## config.mk

```make
export PLATFORM = sky130hd
export DESIGN_NAME = irq_vector_ctrl
export DESIGN_NICKNAME = d
export VERILOG_FILES = /design/src/rtl/irq_pkg.sv /design/src/rtl/irq_prio_enc.sv /design/src/rtl/irq_vector_ctrl.sv
export SDC_FILE = /design/constraint.sdc
export NUM_CORES = 1
export LEC_CHECK = 0
export ABC_AREA = 1
export CORE_ASPECT_RATIO = 2
export CORE_MARGIN = 8
export CORE_UTILIZATION = 45
export DETAILED_ROUTE_END_ITERATION = 8
export HOLD_SLACK_MARGIN = 0.15
export PLACE_DENSITY = 0.74
export REMOVE_ABC_BUFFERS = 1
export SLEW_MARGIN = 10
export SYNTH_ARGS = -nofsm -noshare
export SYNTH_HDL_FRONTEND = slang
export SYNTH_SLANG_ARGS = --single-unit
```

## constraint.sdc

```tcl
create_clock -name clk -period 3.1 [get_ports clk]
set_input_delay 0.62 -clock clk [delete_from_list [all_inputs] [get_ports clk]]
set_output_delay 0.62 -clock clk [all_outputs]
set_load 0.02 [all_outputs]
```

## src/rtl/irq_pkg.sv

```systemverilog
// Shared types and constants for the interrupt vector controller.
// Holds the sequencing state enum, register map, EOI/spurious constants,
// the configuration-port request payload and a one-hot helper.
package irq_pkg;

    localparam int unsigned NUM_IRQ = 8;
    localparam int unsigned IID_W   = 3;
    localparam int unsigned DATA_W  = 8;
    localparam int unsigned ADDR_W  = 2;
    localparam int unsigned VEC_W   = 10;

    localparam logic [ADDR_W-1:0] ADDR_IMR     = 2'd0;
    localparam logic [ADDR_W-1:0] ADDR_ISR_EOI = 2'd1;
    localparam logic [ADDR_W-1:0] ADDR_VBASE   = 2'd2;

    localparam int unsigned       EOI_NS_BIT = 7;
    localparam logic [IID_W-1:0]  SPUR_IID   = 3'd7;

    typedef enum logic [2:0] {
        IDLE = 3'd0,
        ACK1 = 3'd1,
        ACK2 = 3'd2,
        DROP = 3'd3,
        VEC  = 3'd4
    } irq_state_e;

    // One configuration-port access as seen in a single cycle.
    typedef struct packed {
        logic              cs;
        logic              we;
        logic [ADDR_W-1:0] addr;
        logic [DATA_W-1:0] wdata;
    } io_req_t;

    function automatic logic [NUM_IRQ-1:0] iid_onehot(input logic [IID_W-1:0] iid);
        return NUM_IRQ'(1) << iid;
    endfunction

endpackage

```

## src/rtl/irq_prio_enc.sv

```systemverilog
// Lowest-set-bit encoder: bit 0 is the highest priority.
// Ports:
//   i_bits    - request/in-service bit vector
//   o_idx_c   - index of the lowest set bit (0 when none set)
//   o_none_c  - no bit set
module irq_prio_enc
    import irq_pkg::*;
(
    input  logic [NUM_IRQ-1:0] i_bits,
    output logic [IID_W-1:0]   o_idx_c,
    output logic               o_none_c
);

    // Scan from the top so the lowest set index is the last one written.
    always_comb begin
        o_idx_c  = '0;
        o_none_c = 1'b1;
        for (int i = NUM_IRQ - 1; i >= 0; i--) begin
            if (i_bits[i]) begin
                o_idx_c  = IID_W'(i);
                o_none_c = 1'b0;
            end
        end
    end

endmodule

```

## src/rtl/irq_vector_ctrl.sv

```systemverilog
// Interrupt sequencing between the 8-input priority controller and the CPU.
// Masks raw IRQs, tracks in-service levels, runs the two-cycle acknowledge
// on pic_inta plus the release cycle, then hands a vector table address to
// the CPU over valid/ready.
// Ports:
//   clk, rst                - clock, asynchronous active-low reset
//   irq_raw / irq_gated     - raw lines in, masked lines to controller intv
//   pic_intr, pic_iid       - controller request and interrupt ID
//   pic_inta                - acknowledge to controller (registered)
//   cpu_intr, cpu_ack       - request to CPU (combinational), CPU accept pulse
//   vec_valid/addr/ready    - vector delivery handshake
//   io_cs/we/addr/wdata/rdata - configuration port (IMR, ISR/EOI, vector base)
module irq_vector_ctrl
    import irq_pkg::*;
#(
    parameter logic [DATA_W-1:0] VEC_BASE_RST = 8'h08
) (
    input  logic               clk,
    input  logic               rst,
    input  logic [NUM_IRQ-1:0] irq_raw,
    output logic [NUM_IRQ-1:0] irq_gated,
    input  logic               pic_intr,
    input  logic [IID_W-1:0]   pic_iid,
    output logic               pic_inta,
    output logic               cpu_intr,
    input  logic               cpu_ack,
    output logic               vec_valid,
    output logic [VEC_W-1:0]   vec_addr,
    input  logic               vec_ready,
    input  logic               io_cs,
    input  logic               io_we,
    input  logic [ADDR_W-1:0]  io_addr,
    input  logic [DATA_W-1:0]  io_wdata,
    output logic [DATA_W-1:0]  io_rdata
);

    localparam logic [DATA_W-1:0] VBASE_RST = {VEC_BASE_RST[DATA_W-1:3], 3'b000};

    irq_state_e          r_state;
    logic [NUM_IRQ-1:0]  r_imr;
    logic [NUM_IRQ-1:0]  r_isr;
    logic [DATA_W-1:0]   r_vbase;
    logic [IID_W-1:0]    r_cur_iid;
    logic                r_spur;

    io_req_t             w_io_req;
    logic                w_wr;
    logic                w_rd;
    logic [IID_W-1:0]    w_isr_idx;
    logic                w_isr_none;
    logic                w_allowed;
    logic [NUM_IRQ-1:0]  w_eoi_clr;
    logic [NUM_IRQ-1:0]  w_ack_set;
    logic [IID_W-1:0]    w_vec_iid;
    logic [DATA_W-1:0]   w_vec_sum;

    assign w_io_req = '{cs: io_cs, we: io_we, addr: io_addr, wdata: io_wdata};
    assign w_wr     = w_io_req.cs &  w_io_req.we;
    assign w_rd     = w_io_req.cs & ~w_io_req.we;

    assign irq_gated = irq_raw & ~r_imr;

    // Highest in-service level, shared by the nesting gate and non-specific EOI.
    irq_prio_enc u_isr_enc (
        .i_bits   (r_isr),
        .o_idx_c  (w_isr_idx),
        .o_none_c (w_isr_none)
    );

    // Only strictly higher priorities than the current in-service level may nest.
    assign w_allowed = w_isr_none || (pic_iid < w_isr_idx);
    assign cpu_intr  = (r_state == IDLE) && pic_intr && w_allowed;

    // EOI decode: bit 7 selects non-specific (retire highest in-service level).
    always_comb begin
        w_eoi_clr = '0;
        if (w_wr && (w_io_req.addr == ADDR_ISR_EOI)) begin
            if (w_io_req.wdata[EOI_NS_BIT]) begin
                if (!w_isr_none) begin
                    w_eoi_clr = iid_onehot(w_isr_idx);
                end
            end else begin
                w_eoi_clr = iid_onehot(w_io_req.wdata[IID_W-1:0]);
            end
        end
    end

    // A request withdrawn by ACK2 is spurious and does not enter service.
    assign w_ack_set = ((r_state == ACK2) && pic_intr) ? iid_onehot(pic_iid) : '0;

    assign w_vec_iid = r_spur ? SPUR_IID : r_cur_iid;
    assign w_vec_sum = r_vbase + DATA_W'(w_vec_iid);

    // Acknowledge / delivery sequencer with registered pic_inta and vector outputs.
    always_ff @(posedge clk or negedge rst) begin
        if (!rst) begin
            r_state   <= IDLE;
            pic_inta  <= 1'b0;
            vec_valid <= 1'b0;
            vec_addr  <= '0;
            r_cur_iid <= '0;
            r_spur    <= 1'b0;
        end else begin
            case (r_state)
                IDLE: begin
                    if (cpu_ack && cpu_intr) begin
                        pic_inta <= 1'b1;
                        r_state  <= ACK1;
                    end
                end
                ACK1: begin
                    r_state <= ACK2;
                end
                ACK2: begin
                    r_cur_iid <= pic_iid;
                    r_spur    <= ~pic_intr;
                    pic_inta  <= 1'b0;
                    r_state   <= DROP;
                end
                DROP: begin
                    // Address latched here so later base writes leave it intact.
                    vec_addr  <= {w_vec_sum, 2'b00};
                    vec_valid <= 1'b1;
                    r_state   <= VEC;
                end
                VEC: begin
                    if (vec_ready) begin
                        vec_valid <= 1'b0;
                        r_state   <= IDLE;
                    end
                end
                default: begin
                    pic_inta  <= 1'b0;
                    vec_valid <= 1'b0;
                    r_state   <= IDLE;
                end
            endcase
        end
    end

    // Configuration registers, in-service tracking and registered read data.
    always_ff @(posedge clk or negedge rst) begin
        if (!rst) begin
            r_imr    <= '1;
            r_isr    <= '0;
            r_vbase  <= VBASE_RST;
            io_rdata <= '0;
        end else begin
            if (w_wr && (w_io_req.addr == ADDR_IMR)) begin
                r_imr <= w_io_req.wdata;
            end
            if (w_wr && (w_io_req.addr == ADDR_VBASE)) begin
                r_vbase <= {w_io_req.wdata[DATA_W-1:3], 3'b000};
            end
            // Set after clear so an acknowledge beats a same-cycle EOI.
            r_isr <= (r_isr & ~w_eoi_clr) | w_ack_set;
            if (w_rd) begin
                case (w_io_req.addr)
                    ADDR_IMR:     io_rdata <= r_imr;
                    ADDR_ISR_EOI: io_rdata <= r_isr;
                    ADDR_VBASE:   io_rdata <= r_vbase;
                    default:      io_rdata <= '0;
                endcase
            end
        end
    end

endmodule

```

**Word-level counts from Yosys, hierarchy flattened**

Index checks and enable logic that the tools add are counted.

- $add $sub $neg: 1
- Order comparisons: 1
- Equality and inequality tests: 8
- Shifts and indexed selects: 3
- Mux-type cells: 29
- Bitwise gates (word level): 11
- Reductions and logical operators: 15

Operators by type and width:

| cell | count |
|---|---|
| two-way mux 3 bit | 11 |
| two-way mux 8 bit | 4 |
| case mux 8 bit (3 select lines) | 1 |
| left shift 1 x 3 -> 8 bit, first input constant | 3 |
| bitwise AND 8 bit | 2 |
| inverter 8 bit | 2 |
| case mux 3 bit (5 select lines) | 1 |
| two-way mux 1 bit | 10 |
| adder 8 x 3 -> 8 bit | 1 |
| bitwise OR 8 bit | 1 |
| logical AND 1 bit | 7 |
| == test 3 x 2 -> 1 bit, second input constant | 2 |
| AND reduction 2 bit | 3 |
| OR reduction 3 bit | 2 |
| inverter 1 bit | 4 |
| == test 3 x 1 -> 1 bit, second input constant | 1 |
| == test 3 bit, second input constant | 1 |
| zero test 3 bit | 1 |
| < comparator 3 bit | 1 |
| case mux 1 bit (3 select lines) | 1 |
| bitwise AND 1 bit | 2 |
| == test 2 x 1 -> 1 bit, second input constant | 1 |
| == test 2 bit, second input constant | 1 |
| zero test 2 bit | 1 |
| other kinds (4) | 4 |

- Bits in registers: 46
- Input port bits: 28
- Output and inout port bits: 29
- Logic and storage cells: 78

**Depth between registers and ports, before layout**

Gate-level depths: netlist of the first run.

- Depth in word-level cells: 15
- Gate-level depth with buffers: 16
- Depth with buffers taken out: 16

**Modules after synthesis**

From an unflattened synthesis of the first run, not the netlist that was laid out.

- Cell total of the unflattened synthesis: 303
- Area, all modules: 2403.6 um2

Modules (own cells, without submodules):

| module | times used | cells an instance | area an instance (um2) | sequential area each (um2) |
|---|---|---|---|---|
| irq_vector_ctrl | 1 | 282 | 2302.2 | 1162.4 |
| irq_prio_enc | 1 | 21 | 101.3 | 0.0 |

**Worst setup path before layout of the first run**

No wires, ideal clock.

- Path type: reg-to-output
- From: register r_isr[5]
- To: output cpu_intr
- Arrival: 1.799 ns
- Required time: 2.480 ns
- Setup slack: 0.681 ns
- Cell stages (with the launch flop): 11
- Path buffers: 0
- Cell sequence: dfrtp_1 -> nor3_1 -> nor2_1 -> nor3_4 -> inv_1 -> ha_1 -> nand2_1 -> inv_1 -> nand2_1 -> nand2_1 -> a21boi_0

- Word-level cells in the longest chain between the ends: 9
- Elaborated cells between the ends (all ways): 15
- Classes of those cells: order compare (1); mux (12); reduce/logical (2)

Ends and longest elaborated chain:

| element | RTL line | RTL |
|---|---|---|
| start: declaration | irq_vector_ctrl.sv:41 | `logic [NUM_IRQ-1:0] r_isr;` |
| start signal: assignment | irq_vector_ctrl.sv:156 | `r_isr <= (r_isr & ~w_eoi_clr) \| w_ack_set;` |
| two-way mux 3 bit (6 in series) | irq_prio_enc.sv:19 | `if (i_bits[i]) begin` |
| < comparator 3 bit | irq_vector_ctrl.sv:71 | `assign w_allowed = w_isr_none \|\| (pic_iid < w_isr_idx);` |
| logical OR 1 bit (*) | irq_vector_ctrl.sv:71 |  |
| logical AND 1 bit (*) | irq_vector_ctrl.sv:72 | `assign cpu_intr = (r_state == IDLE) && pic_intr && w_allowed;` |
| end: declaration | irq_vector_ctrl.sv:25 | `output logic cpu_intr,` |

Mark *: on every way between the ends. The rest lies on a longest branch, timed or not.

**Final worst setup path of the first run**

- From: register r_isr[3]
- To: output cpu_intr

- Word-level cells in the longest chain between the ends: 7
- Elaborated cells between the ends (all ways): 11
- Classes of those cells: order compare (1); mux (8); reduce/logical (2)

Ends and longest elaborated chain:

| element | RTL line |
|---|---|
| two-way mux 3 bit (4 in series) | irq_prio_enc.sv:19 |
| < comparator 3 bit | irq_vector_ctrl.sv:71 |
| logical OR 1 bit (*) | irq_vector_ctrl.sv:71 |
| logical AND 1 bit (*) | irq_vector_ctrl.sv:72 |

Marks and branches as above.

==> impl_results.md, run 1 <==
- DR vias/cell: 5.019
- Main synth FF type: dfrtp_1
- Synth Area per Inst: 7.951 um2
- Final Core Density: 0.6010
- Synth top cells by count: nand2_1 (84), inv_1 (42), dfrtp_1 (37)
- Post-synth top area cell: dfrtp_1
- Port Buf Inserts: 54
- VDD IR max: 0.4450 mV
- CP Max Fanout: 4
- Worst-skew pair later-pin latency: 0.30 ns
- Wire length per cell: 13.84 um
- CTS tree: yes
- CP Capture Type: output port
- Sequential share of the synthesized area: 0.4939
- Worst-Margin Slew: 0.9988 ns
- Fin crit period: 2.865 ns
- Clock root cell: clkbuf_8
- Ant. Diodes: 0
- # resized after CTS: 1
- Tot GR Track Use: 0.1574
- FFs w/ async S/R, synth: 1.000
- Synth Instances: 296
- Most instantiated library cell after synthesis: nand2_1
- Initial core utilization: 0.4622
- Final Setup Violations: 0
- Clock transition at path regs: 0.09 ns
- Total power: 2.542 mW
- Total gr overflow: 0
- Post-synth top area share: 0.3934
- Max capacitance violation total: 0
- Status: completed
- Sink Count: 46
- Fin crit share: 0.9241
- Post-cts hold buffer count: 0
- Layout filler cell count: 494
- Initial antenna violation count: 0
- Worst EP arrival: 2.24 ns
- Core box area: 5092 um2
- DRT Wirelength: 5742 um
- Crit path launch type: flip-flop
- Largest net degree at the start of global routing: 47
- Die width: 67.14 um
- Fin nets: 386
- Site Rows: 37
- Post-synth cell types: 29
- Via count: 2083
- #FFs+latches synth: 46
- Synth warnings: 0
- Unrepaired setup endpoints after global routing: false
- Setup Buffers After CTS: 0
- CTS buffer count: 5
- Fmax: 349.1 MHz
- I/O pin cnt: 57
- Max Transition Viols Final: 0
- Kind of critical path: flip-flop to output port
- Critical Path RT: 2.48 ns
- Share of layout cells above drive strength 1: 0.1120
- Final hold viol count: 0
- Die ar.: 7940 um2
- Slew margin rel.: 0.3342
- Top cells by area, synth: dfrtp_1 (39%), nand2_1 (13%), dfstp_2 (10%), inv_1 (6.7%), o21ai_0 (6.6%)
- Area Overhead vs Synth: 30.04%
- Vias in the first global route: 2148
- Drt drc: 0
- P_leak: 1.444 nW
- Initial drt markers: 75
- TritonRoute pass-1 iters: 4
- PD cells: 830.8 nW/um2
- Clock Tree Buf Depth: 2
- Global-route wire length before repair: 9798 um
- Hpwl dp: 4732 um
- Post-synth EDFFs: 0
- Post-Syn Area: 2354 um2
- Antenna Nets Post-Route: 0
- Clock skew: 0.005879 ns
- Die Y: 118.3 um
- Tightest Hold Check Type: input port to async pin
- TNS Setup: 0 ns
- GP Congestion: 0.8646
- H-tree level count: 2
registers in the layout, summed over array words and instances, names as in the netlist:
register	count
r_imr	8
vec_addr	8
r_spur	1
vec_valid	1
r_cur_iid	3
r_vbase	5
r_state	3
r_isr	8
pic_inta	1
io_rdata	8
logic make-up after synthesis:
kind of cell	Yosys count	synth area share
other	1	0.001593
buffers and inverters	48	0.08027
muxes	3	0.01435
adders and majority gates	2	0.01063
DFF	46	0.4939
AOI/OAI and AO/OA	58	0.1329
and+or+nand+nor	138	0.2663
area by class of cell:
type                    instances  area [um2]  area share
well taps                      58       72.57     0.02371
clock buffers                   5       68.82     0.02249
flip-flops and latches         46        1162      0.3798
multi-input cells             203        1006      0.3287
repair buffers                 55       541.8      0.1770
clock inverters                 3       40.04     0.01308
inverters                      45       168.9     0.05519
routing by layer:
layer | up-vias | global-route usage | part of all wire
li1 | 1063 | - | -
met3 | 18 | 0.02271 | 0.029
met1 | 960 | 0.1602 | 0.37
met2 | 42 | 0.2800 | 0.56
met4 | 0 | 0.1001 | 0.045
met5 | - | 0 | 0
where the power goes:
| group | internal, mW | total [mW] | switching (mW) |
|---|---|---|---|
| Clock | 0.237 | 0.438 | 0.201 |
| Sequential | 0.831 | 1.01 | 0.175 |
| Combinational | 0.454 | 1.10 | 0.644 |
worst max-delay path, cell delays in order, from the launching register on:
cell and delay, ns:
dfrtp_1 0.39, inv_1 0.11, nand2_1 0.11, nor3_4 0.18, nand2_2 0.13, ha_1 0.31
a21oi_1 0.15, nand2_1 0.08, a21boi_0 0.14, dlygate4sd2_1 0.35
per-stage QoR:
stage	hold WS (ns)	instances	setup slack, ns	cell area (um2)
2_1_floorplan	0.3244	294	0.6809	2337
3_3_place_gp	0.4632	407	0.1155	2953
3_5_place_dp	0.4689	407	0.09827	2953
4_1_cts	0.4907	415	0.2019	3060
5_1_grt	0.5234	415	0.02774	3060
6_report	0.4815	415	0.2352	3060
final timing paths:
path / start / to / slack (ns) / depth (start not counted)
max: r_isr[3] / cpu_intr / 0.24 / 9
min: rst / io_rdata[0] / 0.48 / 1
max reg2reg: r_isr[3] / pic_inta / 1.18 / 13
min reg2reg: pic_inta / pic_inta / 0.49 / 2
max in group asynchronous: rst / vec_valid / 2.00 / 1
min in group clk: pic_inta / pic_inta / 0.49 / 2
cells in the final DEF, fill, tap and decap left out, types with 6 or more instances in the layout:
master | Yosys | final
nor2_1 | 24 | 24
a21oi_1 | 8 | 8
o21ai_0 | 31 | 31
inv_1 | 42 | 42
dfrtp_1 | 37 | 37
nand2_1 | 84 | 84
dfstp_2 | 9 | 9
clkdlybuf4s50_1 | 0 | 52
nand3_1 | 10 | 10
o21ai_1 | 6 | 6
Note: power is estimated with default switching activity, not from simulation.
==> run 2: changes to the inputs <==
- GPL_TIMING_DRIVEN: unset -> 0
==> impl_results.md, run 2 (same netlist as run 1, synthesis figures left out) <==
- Status: completed
- Max capacitance violation total: 0
- Die ar.: 7940 um2
- Worst-path cell chain: nor3_1 > nor2_1 > nor3_4 > inv_1 > ha_1 > nand2_1 > inv_1 > nand2_1 > nand2_1 > a21boi_0 > clkbuf_2
- CTS tree: yes
- Fmax: 355.5 MHz
- Critical Path RT: 2.48 ns
- GP Congestion: 0.8430
- DRT Wirelength: 5910 um
- Area of placed instances: 2965 um2
- Drt drc: 0
- Setup Buffers After CTS: 0
- Sw Ratio: 0.4201
- Placed insts: 407
- Die Y: 118.3 um
- Worst EP arrival: 2.19 ns
- Kind of critical path: flip-flop to output port
- Share of layout cells above drive strength 1: 0.1148
- Total power: 2.497 mW
- Sequential Power Share: 0.405
- DR vias/cell: 4.952
- Sink Count: 46
- H-tree level count: 2
- Site Rows: 37
- FF/Latch Area: 1162 um2
- Port Buf Inserts: 54
- Core box area: 5092 um2
- CP max-delay cell: dfrtp_1
- CP Max Fanout: 4
- Vias in the first global route: 2222
- Most used cell, CP: nand2_1
- Initial drt markers: 77
- Fin nets: 386
- Fin crit period: 2.813 ns
- Psw: 1.049 mW
- Crit path launch type: flip-flop
- Combinational share of power: 0.441
- Critical Path Start: r_isr[5]
- Initial antenna violation count: 0
- Layout filler cell count: 482
- Largest net degree at the start of global routing: 34
- VDD IR max: 0.6716 mV
- Unrepaired setup endpoints after global routing: false
- Final Setup Violations: 0
- Tightest Hold Check Type: input port to async pin
- Antenna Nets Post-Route: 0
- Buf/Inv on CP: 3
- Hpwl dp: 4850 um
- Wire length per cell: 14.24 um
- Total gr overflow: 0
- P_leak: 1.432 nW
- Internal power: 1.448 mW
- Worst r2r src: r_isr[5]
- Non-filler cells, final: 415
- Via count: 2055
- Clock transition at path regs: 0.09 ns
- TNS Setup: 0 ns
- Area occupied by multi-input gates: 1006 um2
- Clock skew: 0.01024 ns
- CP Capture Type: output port
- CP delay by family, top: simple AND/OR/NAND/NOR gates
- Tot GR Track Use: 0.1619
- CTS buffer count: 5
- Global-route wire length before repair: 10090 um
- Critical path's largest stage delay: 0.43 ns
- PD cells: 817.7 nW/um2
- Clock Tree Buf Depth: 2
- Highest-count cells in the layout ignoring fill and taps: nand2_1 (84), clkdlybuf4s50_1 (52), inv_1 (42)
- Initial core utilization: 0.4622
- Fin crit share: 0.9073
- Final hold viol count: 0
- Ant. Diodes: 0
- Area Overhead vs Synth: 29.77%
- Worst-skew pair later-pin latency: 0.31 ns
- Design Area, Final: 3054 um2
- Clock root cell: clkbuf_8
- Max Transition Viols Final: 0
- Die width: 67.14 um
- TritonRoute pass-1 iters: 4
- Clock group share of total power: 0.154
- Commonest non-fill, non-tap cell in the layout: nand2_1
- I/O pin cnt: 57
-- run 2: changes by cell type in the layout (fill, tap and decap cells not counted), sizes merged --
cell | before | now
clkinvlp | 0 | 1
clkbuf | 5 | 6
dlygate4sd2 | 1 | 0
inv | 44 | 45
clkinv | 3 | 2
bufinv | 1 | 0
-- run 2: routing by layer --
layer | vias to the layer above | GRT usage | share of wire
met4 | 0 | 0.08827 | 0.033
met1 | 947 | 0.1614 | 0.37
met5 | - | 0 | 0
li1 | 1058 | - | -
met3 | 12 | 0.03406 | 0.037
met2 | 38 | 0.2914 | 0.56
-- run 2: path summary, 6_finish.rpt --
path / to / slack, ns / cells after the start
max in group asynchronous: r_imr[7] / 2.34 / 2
setup / recovery: cpu_intr / 0.29 / 11
min in group clk: vec_addr[9] / 0.49 / 2
hold reg to reg: vec_addr[9] / 0.49 / 2
hold / removal: vec_addr[7] / 0.20 / 1
setup reg to reg: pic_inta / 1.13 / 15
-- run 2: final cells by class --
class / instances / area share
multi-input combinational: 203 / 0.3294
tap: 58 / 0.02376
sequential: 46 / 0.3806
timing repair buffer: 55 / 0.1803
clock inverter: 3 / 0.008193
clock buffer: 5 / 0.02253
inverter: 45 / 0.05531
-- run 2: metrics by stage --
stage	hold slack [ns]	setup WS, ns	utilization
floorplan	0.3244	0.6809	-
global placement	0.4608	-0.1172	0.5794
detailed placement	0.4662	-0.1551	0.5823
CTS	0.2058	0.1013	0.6005
global route	0.2014	0.07872	0.5998
finish	0.2037	0.2873	0.5998
-- run 2: power groups by stage --
stage | clock network (mW) | logic, mW | registers [mW]
4_1_cts | 0.395 | 1.12 | 1.01
3_3_place_gp | 0 | 1.09 | 1.02
2_1_floorplan | 0 | 0.614 | 1.08
3_5_place_dp | 0 | 1.11 | 1.02
5_1_grt | 0.413 | 1.24 | 1.04
6_report | 0.385 | 1.10 | 1.01
-- run 2: what timing repair did --
item / CTS / global route
gates resized for setup: 1 / 3
hold endpoints to repair: 0 / 0
setup endpoints to repair: 1 / 1
hold buffers: 0 / 0
==> run 3: changes to the inputs <==
- PLACE_DENSITY: 0.74 -> 0.8
- SKIP_CTS_REPAIR_TIMING: unset -> 1
- TNS_END_PERCENT: unset -> 20
==> impl_results.md, run 3 (same netlist as run 1, synthesis figures left out) <==
- Hpwl dp: 4856 um
- Fin nets: 386
- Kind of critical path: input port to output port
- GP Congestion: 0.8904
- Initial core utilization: 0.4622
- Commonest non-fill, non-tap cell in the layout: nand2_1
- Antenna Nets Post-Route: 0
- Worst-skew pair later-pin latency: 0.31 ns
- Final Setup Violations: 0
- Die ar.: 7940 um2
- Sink Count: 46
- Die Y: 118.3 um
- Vias in the first global route: 2290
- Highest-count cells in the layout ignoring fill and taps: nand2_1 (84), clkdlybuf4s50_1 (52), inv_1 (42)
- Final Core Density: 0.5998
- Via count: 2125
- Final hold viol count: 0
- I/O pin cnt: 57
- Clock skew: 0.007526 ns
- Core box area: 5092 um2
- Worst r2r src: r_isr[7]
- Status: completed
- CP Max Fanout: 7
- Largest net degree at the start of global routing: 39
- Site Rows: 37
- FF-to-FF path depth: 16
- Max Transition Viols Final: 0
- Tightest Hold Check Type: input port to async pin
- Share of layout cells above drive strength 1: 0.1092
- Area occupied by multi-input gates: 1006 um2
- DR vias/cell: 5.120
- Global-route wire length before repair: 9929 um
- Fin crit period: 2.844 ns
- FF/Latch Area: 1162 um2
- Layout filler cell count: 485
- Crit path launch type: input port
- CP delay by family, top: buffers and inverters
- CTS tree: yes
- CP Capture Type: output port
- P_leak: 1.449 nW
- Fmax: 351.6 MHz
- Port Buf Inserts: 54
- Initial antenna violation count: 0
- Buf/Inv on CP: 2
- H-tree level count: 2
- Clock root cell: clkbuf_8
- Total gr overflow: 0
- Wire length per cell: 14.49 um
- Design Area, Final: 3054 um2
- Area of placed instances: 2965 um2
- Ant. Diodes: 0
- TNS Setup: 0 ns
- TritonRoute pass-1 iters: 5
- Drt drc: 0
- Hold_ws: 0.1644 ns
- Critical path's largest stage delay: 0.64 ns
- VDD IR max: 0.6081 mV
- Tot GR Track Use: 0.1639
- Critical Path Start: pic_iid[2]
- Clock Tree Buf Depth: 2
- DRT Wirelength: 6015 um
- CP max-delay cell: clkdlybuf4s50_1
- Clock transition at path regs: 0.08 ns
- Stages on the worst setup path: 6
- Final WS setup: 0.2555 ns
- Area Overhead vs Synth: 29.77%
- PD cells: 813.4 nW/um2
- Unrepaired setup endpoints after global routing: false
- Critical Path RT: 2.48 ns
- Initial drt markers: 84
- CTS buffer count: 5
- Worst EP arrival: 2.22 ns
- Max capacitance violation total: 0
- Worst-path cell chain: clkdlybuf4s50_1 > ha_1 > a21oi_1 > nand2_1 > a21boi_0 > dlymetal6s2s_1
- Fin crit share: 0.9176
- Die width: 67.14 um
- DP Worst Slack: -0.1438 ns
## run 3: changes by cell type in the layout (fill, tap and decap cells not counted)
cell	change
inv_6	-1
clkinvlp_4	-1
dlymetal6s2s_1	+1
clkbuf_1	+1
clkbuf_2	-1
clkinv_2	+1
## run 3: layer usage
layer,part of all wire,global-route usage,vias up
met2,0.55,0.2932,52
met4,0.054,0.1291,0
met5,0,0,-
li1,-,-,1061
met3,0.044,0.03784,23
met1,0.35,0.1455,989
## run 3: layout make-up
class                           count  share of cell area
Sequential cell                    46              0.3806
Multi-Input combinational cell    203              0.3294
Timing Repair Buffer               55              0.1827
Inverter                           45             0.05531
Clock buffer                        6             0.02376
Tap cell                           58             0.02376
Clock inverter                      2            0.004506
## run 3: per-stage QoR
stage          std cells  power, mW
6_report             415      2.484
5_1_grt              415      2.678
4_1_cts              415      2.511
3_5_place_dp         407      2.142
3_3_place_gp         406      2.097
2_1_floorplan        294      1.696
## run 3: path summary, 6_finish.rpt
check,slack (ns),endpoint
min,0.16,io_rdata[0]
min reg2reg,0.48,pic_inta
min in group clk,0.48,pic_inta
max reg2reg,1.19,pic_inta
max,0.26,cpu_intr
max in group asynchronous,2.40,r_imr[3]
## run 3: power breakdown
part | leakage (nW) | switching (mW) | total [mW] | internal [mW]
combinational | 0.851 | 0.656 | 1.11 | 0.458
clock | 0.0452 | 0.205 | 0.364 | 0.159
sequential | 0.553 | 0.175 | 1.01 | 0.831
